$ cat config.mk
export PLATFORM = sky130hd
export DESIGN_NAME = ahb_cmd_master_flat
export DESIGN_NICKNAME = d
export VERILOG_FILES = /design/src/rtl/ahb_cmd_master_if.sv /design/src/rtl/ahb_cmd_master.sv /design/src/flat_wrapper.sv
export SDC_FILE = /design/constraint.sdc
export NUM_CORES = 1
export LEC_CHECK = 0
export ABC_AREA = 1
export CAP_MARGIN = 0
export CORE_MARGIN = 3
export CORE_UTILIZATION = 40
export DETAILED_ROUTE_END_ITERATION = 8
export PLACE_DENSITY = 0.81
export SYNTH_ARGS = -nofsm -noshare
export SYNTH_HDL_FRONTEND = slang
export SYNTH_SLANG_ARGS = --single-unit
export TNS_END_PERCENT = 30
$ cat constraint.sdc
create_clock -name CLK -period 7.17 [get_ports CLK]
set_input_delay 2.151 -clock CLK [delete_from_list [all_inputs] [get_ports CLK]]
set_output_delay 2.151 -clock CLK [all_outputs]
set_load 0.05 [all_outputs]
$ cat src/rtl/ahb_cmd_master_if.sv
// Command/response stream plus AHB-Lite initiator signals bundled for ahb_cmd_master.
interface ahb_cmd_master_if #(
  parameter int ADDR_WIDTH = 32,
  parameter int DATA_WIDTH = 32
);
  logic                  cmd_valid;
  logic                  cmd_ready;
  logic                  cmd_write;
  logic [ADDR_WIDTH-1:0] cmd_addr;
  logic [2:0]            cmd_size;
  logic [DATA_WIDTH-1:0] cmd_wdata;
  logic                  rsp_valid;
  logic                  rsp_ready;
  logic [DATA_WIDTH-1:0] rsp_rdata;
  logic                  rsp_err;
  logic [ADDR_WIDTH-1:0] haddr;
  logic [1:0]            htrans;
  logic                  hwrite;
  logic [2:0]            hsize;
  logic [2:0]            hburst;
  logic [3:0]            hprot;
  logic                  hmastlock;
  logic [DATA_WIDTH-1:0] hwdata;
  logic [DATA_WIDTH-1:0] hrdata;
  logic                  hready;
  logic                  hresp;

  modport master (
    input  cmd_valid, cmd_write, cmd_addr, cmd_size, cmd_wdata, rsp_ready,
           hrdata, hready, hresp,
    output cmd_ready, rsp_valid, rsp_rdata, rsp_err,
           haddr, htrans, hwrite, hsize, hburst, hprot, hmastlock, hwdata
  );

  modport slave (
    output cmd_valid, cmd_write, cmd_addr, cmd_size, cmd_wdata, rsp_ready,
           hrdata, hready, hresp,
    input  cmd_ready, rsp_valid, rsp_rdata, rsp_err,
           haddr, htrans, hwrite, hsize, hburst, hprot, hmastlock, hwdata
  );
endinterface

$ cat src/rtl/ahb_cmd_master.sv
// Single-outstanding AHB-Lite SINGLE-transfer initiator driven by a valid/ready command stream.
// Optional macro AHB_CMD_MASTER_ALIGN_CHECK_EN rejects misaligned commands instead of aligning them.
module ahb_cmd_master #(
  parameter int ADDR_WIDTH = 32,
  parameter int DATA_WIDTH = 32
) (
  input logic              CLK,
  input logic              RST,
  ahb_cmd_master_if.master bus
);
  typedef enum logic [1:0] {S_IDLE, S_ADDR, S_DATA, S_RESP} state_t;

  localparam logic [1:0] HTRANS_IDLE   = 2'b00;
  localparam logic [1:0] HTRANS_NONSEQ = 2'b10;

  state_t                state_reg;
  logic                  cmd_ready_reg;
  logic                  rsp_valid_reg;
  logic [DATA_WIDTH-1:0] rsp_rdata_reg;
  logic                  rsp_err_reg;
  logic [ADDR_WIDTH-1:0] haddr_reg;
  logic [1:0]            htrans_reg;
  logic                  hwrite_reg;
  logic [2:0]            hsize_reg;
  logic [DATA_WIDTH-1:0] hwdata_reg;
  logic [DATA_WIDTH-1:0] wdata_reg;

  logic [ADDR_WIDTH-1:0] aligned_addr;
  logic [DATA_WIDTH-1:0] wdata_rep;
  logic                  cmd_legal;
  logic [DATA_WIDTH-1:0] rd_shifted;
  logic [DATA_WIDTH-1:0] rd_lane;

  // Misaligned low address bits are dropped so the bus always sees a naturally aligned transfer.
  always_comb begin
    aligned_addr = bus.cmd_addr;
    if (bus.cmd_size == 3'd1) begin
      aligned_addr[0] = 1'b0;
    end else if (bus.cmd_size == 3'd2) begin
      aligned_addr[1:0] = 2'b00;
    end
  end

`ifdef AHB_CMD_MASTER_ALIGN_CHECK_EN
  assign cmd_legal = (bus.cmd_size <= 3'd2) && (aligned_addr == bus.cmd_addr);
`else
  assign cmd_legal = (bus.cmd_size <= 3'd2);
`endif

  always_comb begin
    case (bus.cmd_size)
      3'd0:    wdata_rep = {4{bus.cmd_wdata[7:0]}};
      3'd1:    wdata_rep = {2{bus.cmd_wdata[15:0]}};
      default: wdata_rep = bus.cmd_wdata;
    endcase
  end

  // Read lane select uses the aligned address actually driven on haddr.
  always_comb begin
    rd_shifted = bus.hrdata >> {haddr_reg[1:0], 3'b000};
    case (hsize_reg)
      3'd0:    rd_lane = {24'd0, rd_shifted[7:0]};
      3'd1:    rd_lane = {16'd0, rd_shifted[15:0]};
      default: rd_lane = rd_shifted;
    endcase
  end

  always_ff @(posedge CLK or posedge RST) begin
    if (RST) begin
      state_reg     <= S_IDLE;
      cmd_ready_reg <= 1'b0;
      rsp_valid_reg <= 1'b0;
      rsp_rdata_reg <= '0;
      rsp_err_reg   <= 1'b0;
      haddr_reg     <= '0;
      htrans_reg    <= HTRANS_IDLE;
      hwrite_reg    <= 1'b0;
      hsize_reg     <= 3'd0;
      hwdata_reg    <= '0;
      wdata_reg     <= '0;
    end else begin
      case (state_reg)
        S_IDLE: begin
          cmd_ready_reg <= 1'b1;
          if (cmd_ready_reg && bus.cmd_valid) begin
            cmd_ready_reg <= 1'b0;
            if (cmd_legal) begin
              haddr_reg  <= aligned_addr;
              hwrite_reg <= bus.cmd_write;
              hsize_reg  <= bus.cmd_size;
              wdata_reg  <= wdata_rep;
              htrans_reg <= HTRANS_NONSEQ;
              state_reg  <= S_ADDR;
            end else begin
              rsp_valid_reg <= 1'b1;
              rsp_err_reg   <= 1'b1;
              rsp_rdata_reg <= '0;
              state_reg     <= S_RESP;
            end
          end
        end
        S_ADDR: begin
          if (bus.hready) begin
            htrans_reg <= HTRANS_IDLE;
            hwdata_reg <= wdata_reg;
            state_reg  <= S_DATA;
          end
        end
        S_DATA: begin
          // The first ERROR cycle has hready low, so only the completing cycle lands here.
          if (bus.hready) begin
            rsp_err_reg   <= bus.hresp;
            rsp_rdata_reg <= (!hwrite_reg && !bus.hresp) ? rd_lane : '0;
            rsp_valid_reg <= 1'b1;
            state_reg     <= S_RESP;
          end
        end
        S_RESP: begin
          if (bus.rsp_ready) begin
            rsp_valid_reg <= 1'b0;
            cmd_ready_reg <= 1'b1;
            state_reg     <= S_IDLE;
          end
        end
        default: state_reg <= S_IDLE;
      endcase
    end
  end

  assign bus.cmd_ready = cmd_ready_reg;
  assign bus.rsp_valid = rsp_valid_reg;
  assign bus.rsp_rdata = rsp_rdata_reg;
  assign bus.rsp_err   = rsp_err_reg;
  assign bus.haddr     = haddr_reg;
  assign bus.htrans    = htrans_reg;
  assign bus.hwrite    = hwrite_reg;
  assign bus.hsize     = hsize_reg;
  assign bus.hwdata    = hwdata_reg;
  assign bus.hburst    = 3'b000;
  assign bus.hprot     = 4'b0011;
  assign bus.hmastlock = 1'b0;
endmodule

$ cat src/flat_wrapper.sv
// flat-port wrapper written by rule: the top's interface ports become plain ports
module ahb_cmd_master_flat 
#(
  parameter int ADDR_WIDTH = 32,
  parameter int DATA_WIDTH = 32
)
  (CLK, RST, bus_cmd_valid, bus_cmd_write, bus_cmd_addr, bus_cmd_size, bus_cmd_wdata, bus_rsp_ready, bus_hrdata, bus_hready, bus_hresp, bus_cmd_ready, bus_rsp_valid, bus_rsp_rdata, bus_rsp_err, bus_haddr, bus_htrans, bus_hwrite, bus_hsize, bus_hburst, bus_hprot, bus_hmastlock, bus_hwdata);
  ahb_cmd_master_if #(.ADDR_WIDTH(ADDR_WIDTH), .DATA_WIDTH(DATA_WIDTH)) bus_i ();
  input logic CLK;
  input logic RST;
  input wire logic [$bits(bus_i.cmd_valid)-1:0] bus_cmd_valid;
  input wire logic [$bits(bus_i.cmd_write)-1:0] bus_cmd_write;
  input wire logic [$bits(bus_i.cmd_addr)-1:0] bus_cmd_addr;
  input wire logic [$bits(bus_i.cmd_size)-1:0] bus_cmd_size;
  input wire logic [$bits(bus_i.cmd_wdata)-1:0] bus_cmd_wdata;
  input wire logic [$bits(bus_i.rsp_ready)-1:0] bus_rsp_ready;
  input wire logic [$bits(bus_i.hrdata)-1:0] bus_hrdata;
  input wire logic [$bits(bus_i.hready)-1:0] bus_hready;
  input wire logic [$bits(bus_i.hresp)-1:0] bus_hresp;
  output wire logic [$bits(bus_i.cmd_ready)-1:0] bus_cmd_ready;
  output wire logic [$bits(bus_i.rsp_valid)-1:0] bus_rsp_valid;
  output wire logic [$bits(bus_i.rsp_rdata)-1:0] bus_rsp_rdata;
  output wire logic [$bits(bus_i.rsp_err)-1:0] bus_rsp_err;
  output wire logic [$bits(bus_i.haddr)-1:0] bus_haddr;
  output wire logic [$bits(bus_i.htrans)-1:0] bus_htrans;
  output wire logic [$bits(bus_i.hwrite)-1:0] bus_hwrite;
  output wire logic [$bits(bus_i.hsize)-1:0] bus_hsize;
  output wire logic [$bits(bus_i.hburst)-1:0] bus_hburst;
  output wire logic [$bits(bus_i.hprot)-1:0] bus_hprot;
  output wire logic [$bits(bus_i.hmastlock)-1:0] bus_hmastlock;
  output wire logic [$bits(bus_i.hwdata)-1:0] bus_hwdata;
  assign bus_i.cmd_valid = bus_cmd_valid;
  assign bus_i.cmd_write = bus_cmd_write;
  assign bus_i.cmd_addr = bus_cmd_addr;
  assign bus_i.cmd_size = bus_cmd_size;
  assign bus_i.cmd_wdata = bus_cmd_wdata;
  assign bus_i.rsp_ready = bus_rsp_ready;
  assign bus_i.hrdata = bus_hrdata;
  assign bus_i.hready = bus_hready;
  assign bus_i.hresp = bus_hresp;
  assign bus_cmd_ready = bus_i.cmd_ready;
  assign bus_rsp_valid = bus_i.rsp_valid;
  assign bus_rsp_rdata = bus_i.rsp_rdata;
  assign bus_rsp_err = bus_i.rsp_err;
  assign bus_haddr = bus_i.haddr;
  assign bus_htrans = bus_i.htrans;
  assign bus_hwrite = bus_i.hwrite;
  assign bus_hsize = bus_i.hsize;
  assign bus_hburst = bus_i.hburst;
  assign bus_hprot = bus_i.hprot;
  assign bus_hmastlock = bus_i.hmastlock;
  assign bus_hwdata = bus_i.hwdata;
  ahb_cmd_master #(.ADDR_WIDTH(ADDR_WIDTH), .DATA_WIDTH(DATA_WIDTH)) u_core (.CLK(CLK), .RST(RST), .bus(bus_i));
endmodule
==> out/results.ini, run 1 <==
[die]
die_area_sq_um=17750
die_x_um=133.2
die_y_um=133.2
core-area_sq_um=15540
start_util_pct=41.67
num_rows=45
ios=219

[logic_synthesis]
synthFlopType=dfrtp_1
syn_area_sq_um=6475
ys_seq_elements=138
synth_commonest_cells=nand2_1, dfrtp_1, nand3_1
synthTopCellsByArea=dfrtp_1, nand2_1, mux2_2
syn_inst=813
synth_top_area_cell=dfrtp_1
synth_top_area_share_pct=53.33
synth_warnings=0
yosysMostFrequentCell=nand2_1
synth_edf_count=0
avgSynthCellArea_sq_um=7.964
ys_async_sr_fraction_pct=100.0
synth-seq-area-share_pct=53.33
yosysUniqueCellTypes=22

[detailed_routing]
firstDrtPassIters=7
drc=0
wl_mm=18.72
routedWlPerCell_um=15.23
vias=5993
drtIter0Drc=391
via_per_inst=4.876
postRouteAntennaNets=0

[worst_setup_path]
rr_worst_depth=9
worstPathMaxFanout=74
worstPathRequired_ns=7.43
crit_top_cell=buf_4
critPathBufInv=4
arrival_ns=4.64
critPathMaxStageDelay_ns=0.79
crit_type=in2reg
crit_chain=clkdlybuf4s50_1, a21oi_1, nand2_2, buf_4, inv_2, buf_4, o21ai_0
end_kind=flip-flop
cp-start-kind=primary input
rrSetupSlack_ns=4.68
cp_slowest_cell=clkdlybuf4s50_1
crit_family=buffers and inverters
r2r_end=u_core.wdata_reg[23]
worstReg2RegStart=u_core.state_reg[0]

[pwr]
total_power_mw=4.427
p_per_area_nw_per_um2=482.0
worst_ir_drop_vdd_uv=310.5
p_leak_nw=4.550

[timing]
slew_violations=0
rsz0062_at_grt=false
max_freq_ghz=0.2283
clock-skew-final_ns=0.01165
hold_violations=0
period_share_pct=61.08
setup_viol=0
max_slew.worst_pin.slew_ns=0.9077
finalSetupTns_ns=0
fin_crit_ns=4.379
maxSlewHeadroom_pct=39.42

[worst_hold_path]
hold_depth=2
min_to=u_core.bus.haddr[26]
hold_start=u_core.bus.haddr[26]
min_path_type=reg2reg

[place]
io_buffers=209
globalplace.congestion=0.9155
dpl.hpwl_mm=12.99

[clocking]
numCtsBuffers=17
cts_num_sinks=138
cts_resized=0
insertion_delay_ns=0.42
clkTransAtPathRegs_ns=0.06
clockBufferDepth=2
root_buffer=clkbuf_16
cts_setup_buffers=0
cts.hold.buffers_added=0
cts_tree=built
h-tree-depth=4

[layout]
layout-drive-gt1-share_pct=7.073
n_antenna_cell=0
n_fill_cell=1386
syn_to_final_growth_pct=41.84
nNetsFinal=1117

[global_route]
grt_max_degree=92
grt_pass1_wl_mm=29.90
grt_usage_pct=21.10
grt-ovfl-total=0
antenna_found_initial=0
grt_pass1_vias=5808

[flow_run]
drv_cap=0

[status]
status=finished clean

## worst max path at each step
stage,cells past startpoint,slack (ns),to,from
after floorplan,1,1.32,u_core.bus.cmd_ready,RST
after global placement,8,2.46,u_core.bus.haddr[1],bus_cmd_size[0]
after detailed placement,7,2.38,u_core.wdata_reg[22],bus_cmd_size[0]
after CTS,7,2.82,u_core.wdata_reg[23],bus_cmd_size[0]
after global routing,7,2.60,u_core.wdata_reg[23],bus_cmd_size[0]
final,7,2.79,u_core.wdata_reg[23],bus_cmd_size[0]
## worst min-delay path: stages, from the launching register on
cell and delay, ns:
dfrtp_1 0.34, nand2_1 0.05, nand2_1 0.06
## layout by cell type, fill, tap and decap left out, types with 3 or more instances in the layout
| cell | n |
|---|---|
| inv_2 | 4 |
| o21ai_0 | 29 |
| dfrtp_1 | 138 |
| nor2_1 | 40 |
| inv_1 | 22 |
| buf_4 | 6 |
| clkbuf_16 | 17 |
| nand2_1 | 432 |
| ha_1 | 5 |
| clkinv_4 | 3 |
| inv_6 | 3 |
| conb_1 | 9 |
| mux2_2 | 24 |
| o21ai_1 | 12 |
| clkdlybuf4s50_1 | 209 |
| nand3_1 | 45 |
| clkinvlp_4 | 4 |
| nor2_2 | 4 |
## cell families (layout without fill, tap and decap cells)
| logic type | count (synthesis) | count (layout) | synth area share, % |
|---|---|---|---|
| flip-flops | 138 | 138 | 53.33 |
| other | 2 | 9 | 0.1160 |
| buffers and inverters | 76 | 274 | 6.357 |
| AND/OR/NAND/NOR | 525 | 525 | 31.73 |
| adder cells (fa/ha/maj) | 5 | 5 | 0.9662 |
| multiplexers | 24 | 24 | 4.174 |
| AO/OA/AOI/OAI | 43 | 43 | 3.324 |
## through the flow
step	area (sq um)	worst slack (ns)	utilization, %	hold WS [ns]	std cells
global placement	8601	2.459	55.35	0.4569	1198
finish	9184	2.791	59.10	0.4761	1229
global route	9184	2.598	59.10	0.4914	1229
CTS	9184	2.818	59.10	0.4787	1229
detailed placement	8601	2.383	55.35	0.4614	1198
floorplan	6501	1.323	-	0.4450	820
## per-layer routing
layer | up-vias | global-route usage, % | wire length [um]
met5 | - | 0 | 0
met4 | 0 | 8.629 | 570
met1 | 2772 | 26.97 | 7744
met3 | 48 | 7.175 | 1703
li1 | 2890 | - | -
met2 | 283 | 33.01 | 8703
## area by class of cell
cell class,count,area (sq um),area share [%]
clock inverter,13,143.9,1.567
timing repair buffer,215,2137,23.27
inverter,28,110.1,1.199
tap,211,264.0,2.875
sequential,138,3453,37.60
multi-input combinational,606,2636,28.71
clock buffer,18,439.2,4.782
## report_power, final
part,switching (mW),internal [mW],leakage [nW],total [mW]
registers,0.198,1.11,1.77,1.30
logic,1.53,0.728,2.50,2.26
clock network,0.343,0.521,0.275,0.863
No activity file was read; power rests on OpenSTA's default activity.
==> run 2, diff against run 1 <==
- clock period: 7.17 -> 4.4 ns (I/O delays scaled with it)
==> run 2 against run 1 <==
  * Clock-buffer cell count unchanged
  * Sequential power is 62% higher
  * Register-to-register slack worse by 2.3 ns
  * Clock power grew 68%
  * Clock skew rose by 0.0026 ns
  * Critical endpoint is now bus_haddr[1]
  * Largest cell class unchanged
==> out/results.ini, run 2 (same netlist as run 1, synthesis figures left out) <==
[clocking]
cts_num_sinks=138
cts.hold.buffers_added=0
clockBufferDepth=2
cts_resized=0
h-tree-depth=4
root_buffer=clkbuf_16
cts_tree=built
clkTransAtPathRegs_ns=0.06
insertion_delay_ns=0.42
cts_setup_buffers=0
numCtsBuffers=17

[place]
place_inst=1202
globalplace.congestion=0.9075
pre_cts_slack_ns=1.281
io_buffers=209
dpl.hpwl_mm=13.38

[worst_setup_path]
cp-start-kind=flip-flop
arrival_ns=1.90
end_kind=output pin
crit_type=reg2out
crit_chain=clkdlybuf4s50_1
worstPathMaxFanout=11
crit_family=buffers and inverters
worstPathRequired_ns=3.08
cp_slowest_cell=clkdlybuf4s50_1
critPathBufInv=1
critPathMaxStageDelay_ns=0.90

[layout]
nNetsFinal=1121
seq_area_sq_um=3453
n_antenna_cell=0
multi_input_area_sq_um=2636
final_cell_mix=nand2_1, clkdlybuf4s50_1, dfrtp_1, nand3_1, nor2_1
layout.cells.non_filler=1234
syn_to_final_growth_pct=43.13
final_common_cell=nand2_1
final_util_pct=59.64
n_fill_cell=1363
layout-drive-gt1-share_pct=7.527

[timing]
maxSlewHeadroom_pct=42.24
finalSetupTns_ns=0
fin_crit_ns=3.224
hold_violations=0
max_slew.worst_pin.slew_ns=0.8655
max_freq_ghz=0.3102
fin_ws_ns=1.176
holdWs_ns=0.4741
slew_violations=0
setup_viol=0
period_share_pct=73.27
clock-skew-final_ns=0.01423
rsz0062_at_grt=false

[detailed_routing]
postRouteAntennaNets=0
drtIter0Drc=436
routedWlPerCell_um=15.37
via_per_inst=4.832
firstDrtPassIters=7
drc=0
vias=5963
wl_mm=18.96

[die]
die_y_um=133.2
die_x_um=133.2
ios=219
die_area_sq_um=17750
num_rows=45
start_util_pct=41.67
core-area_sq_um=15540

[global_route]
antenna_found_initial=0
grt-ovfl-total=0
grt_usage_pct=21.07
grt_max_degree=80
grt_pass1_vias=5710
grt_pass1_wl_mm=29.81

[pwr]
p_leak_nw=4.592
worst_ir_drop_vdd_uv=414.0
p_per_area_nw_per_um2=783.4

[worst_hold_path]
min_path_type=reg2reg

[status]
status=finished clean

[flow_run]
drv_cap=0

## run 2: cell count changes in the layout (fill, tap and decap cells not counted)
cell,change
clkinv_4,+1
clkinv_2,-1
inv_8,+1
clkinvlp_4,-1
buf_12,+3
inv_6,+1
buf_4,+1
## run 2: through the flow
| stage | cell area [sq um] | power (mW) |
|---|---|---|
| 6_report | 9268 | 7.260 |
| 5_1_grt | 9268 | 7.655 |
| 4_1_cts | 9268 | 7.314 |
| 3_5_place_dp | 8667 | 5.828 |
| 3_3_place_gp | 8667 | 5.776 |
| 2_1_floorplan | 6505 | 4.610 |
## run 2: final cells by class
cell class	instances	area share (%)
clock buffer	18	4.739
clock inverter	14	1.742
inverter	28	1.175
multi-input combinational	606	28.45
sequential	138	37.26
tap	211	2.849
timing repair buffer	219	23.79
## run 2: worst paths after layout
check	startpoint	cells after the start	slack, ns	to
worst max-delay path	u_core.bus.haddr[1]	1	1.18	bus_haddr[1]
worst min-delay path	u_core.wdata_reg[11]	2	0.47	u_core.wdata_reg[11]
worst max register to register	u_core.bus.haddr[1]	6	2.33	u_core.bus.rsp_rdata[13]
worst min register to register	u_core.wdata_reg[11]	2	0.47	u_core.wdata_reg[11]
max in group asynchronous	RST	3	2.45	u_core.bus.hwdata[22]
min in group asynchronous	RST	2	1.22	u_core.state_reg[1]
## run 2: power by group
part / switching, mW / internal (mW) / total (mW)
combinational: 2.50 / 1.19 / 3.69
clock: 0.591 / 0.862 / 1.45
sequential: 0.314 / 1.80 / 2.11
## run 2: layer usage
layer	GRT usage, %	share of wire (%)	vias up
li1	-	-	2893
met1	26.75	42	2812
met2	33.80	47	236
met3	7.326	8.9	22
met4	7.143	1.7	0
met5	0	0	-
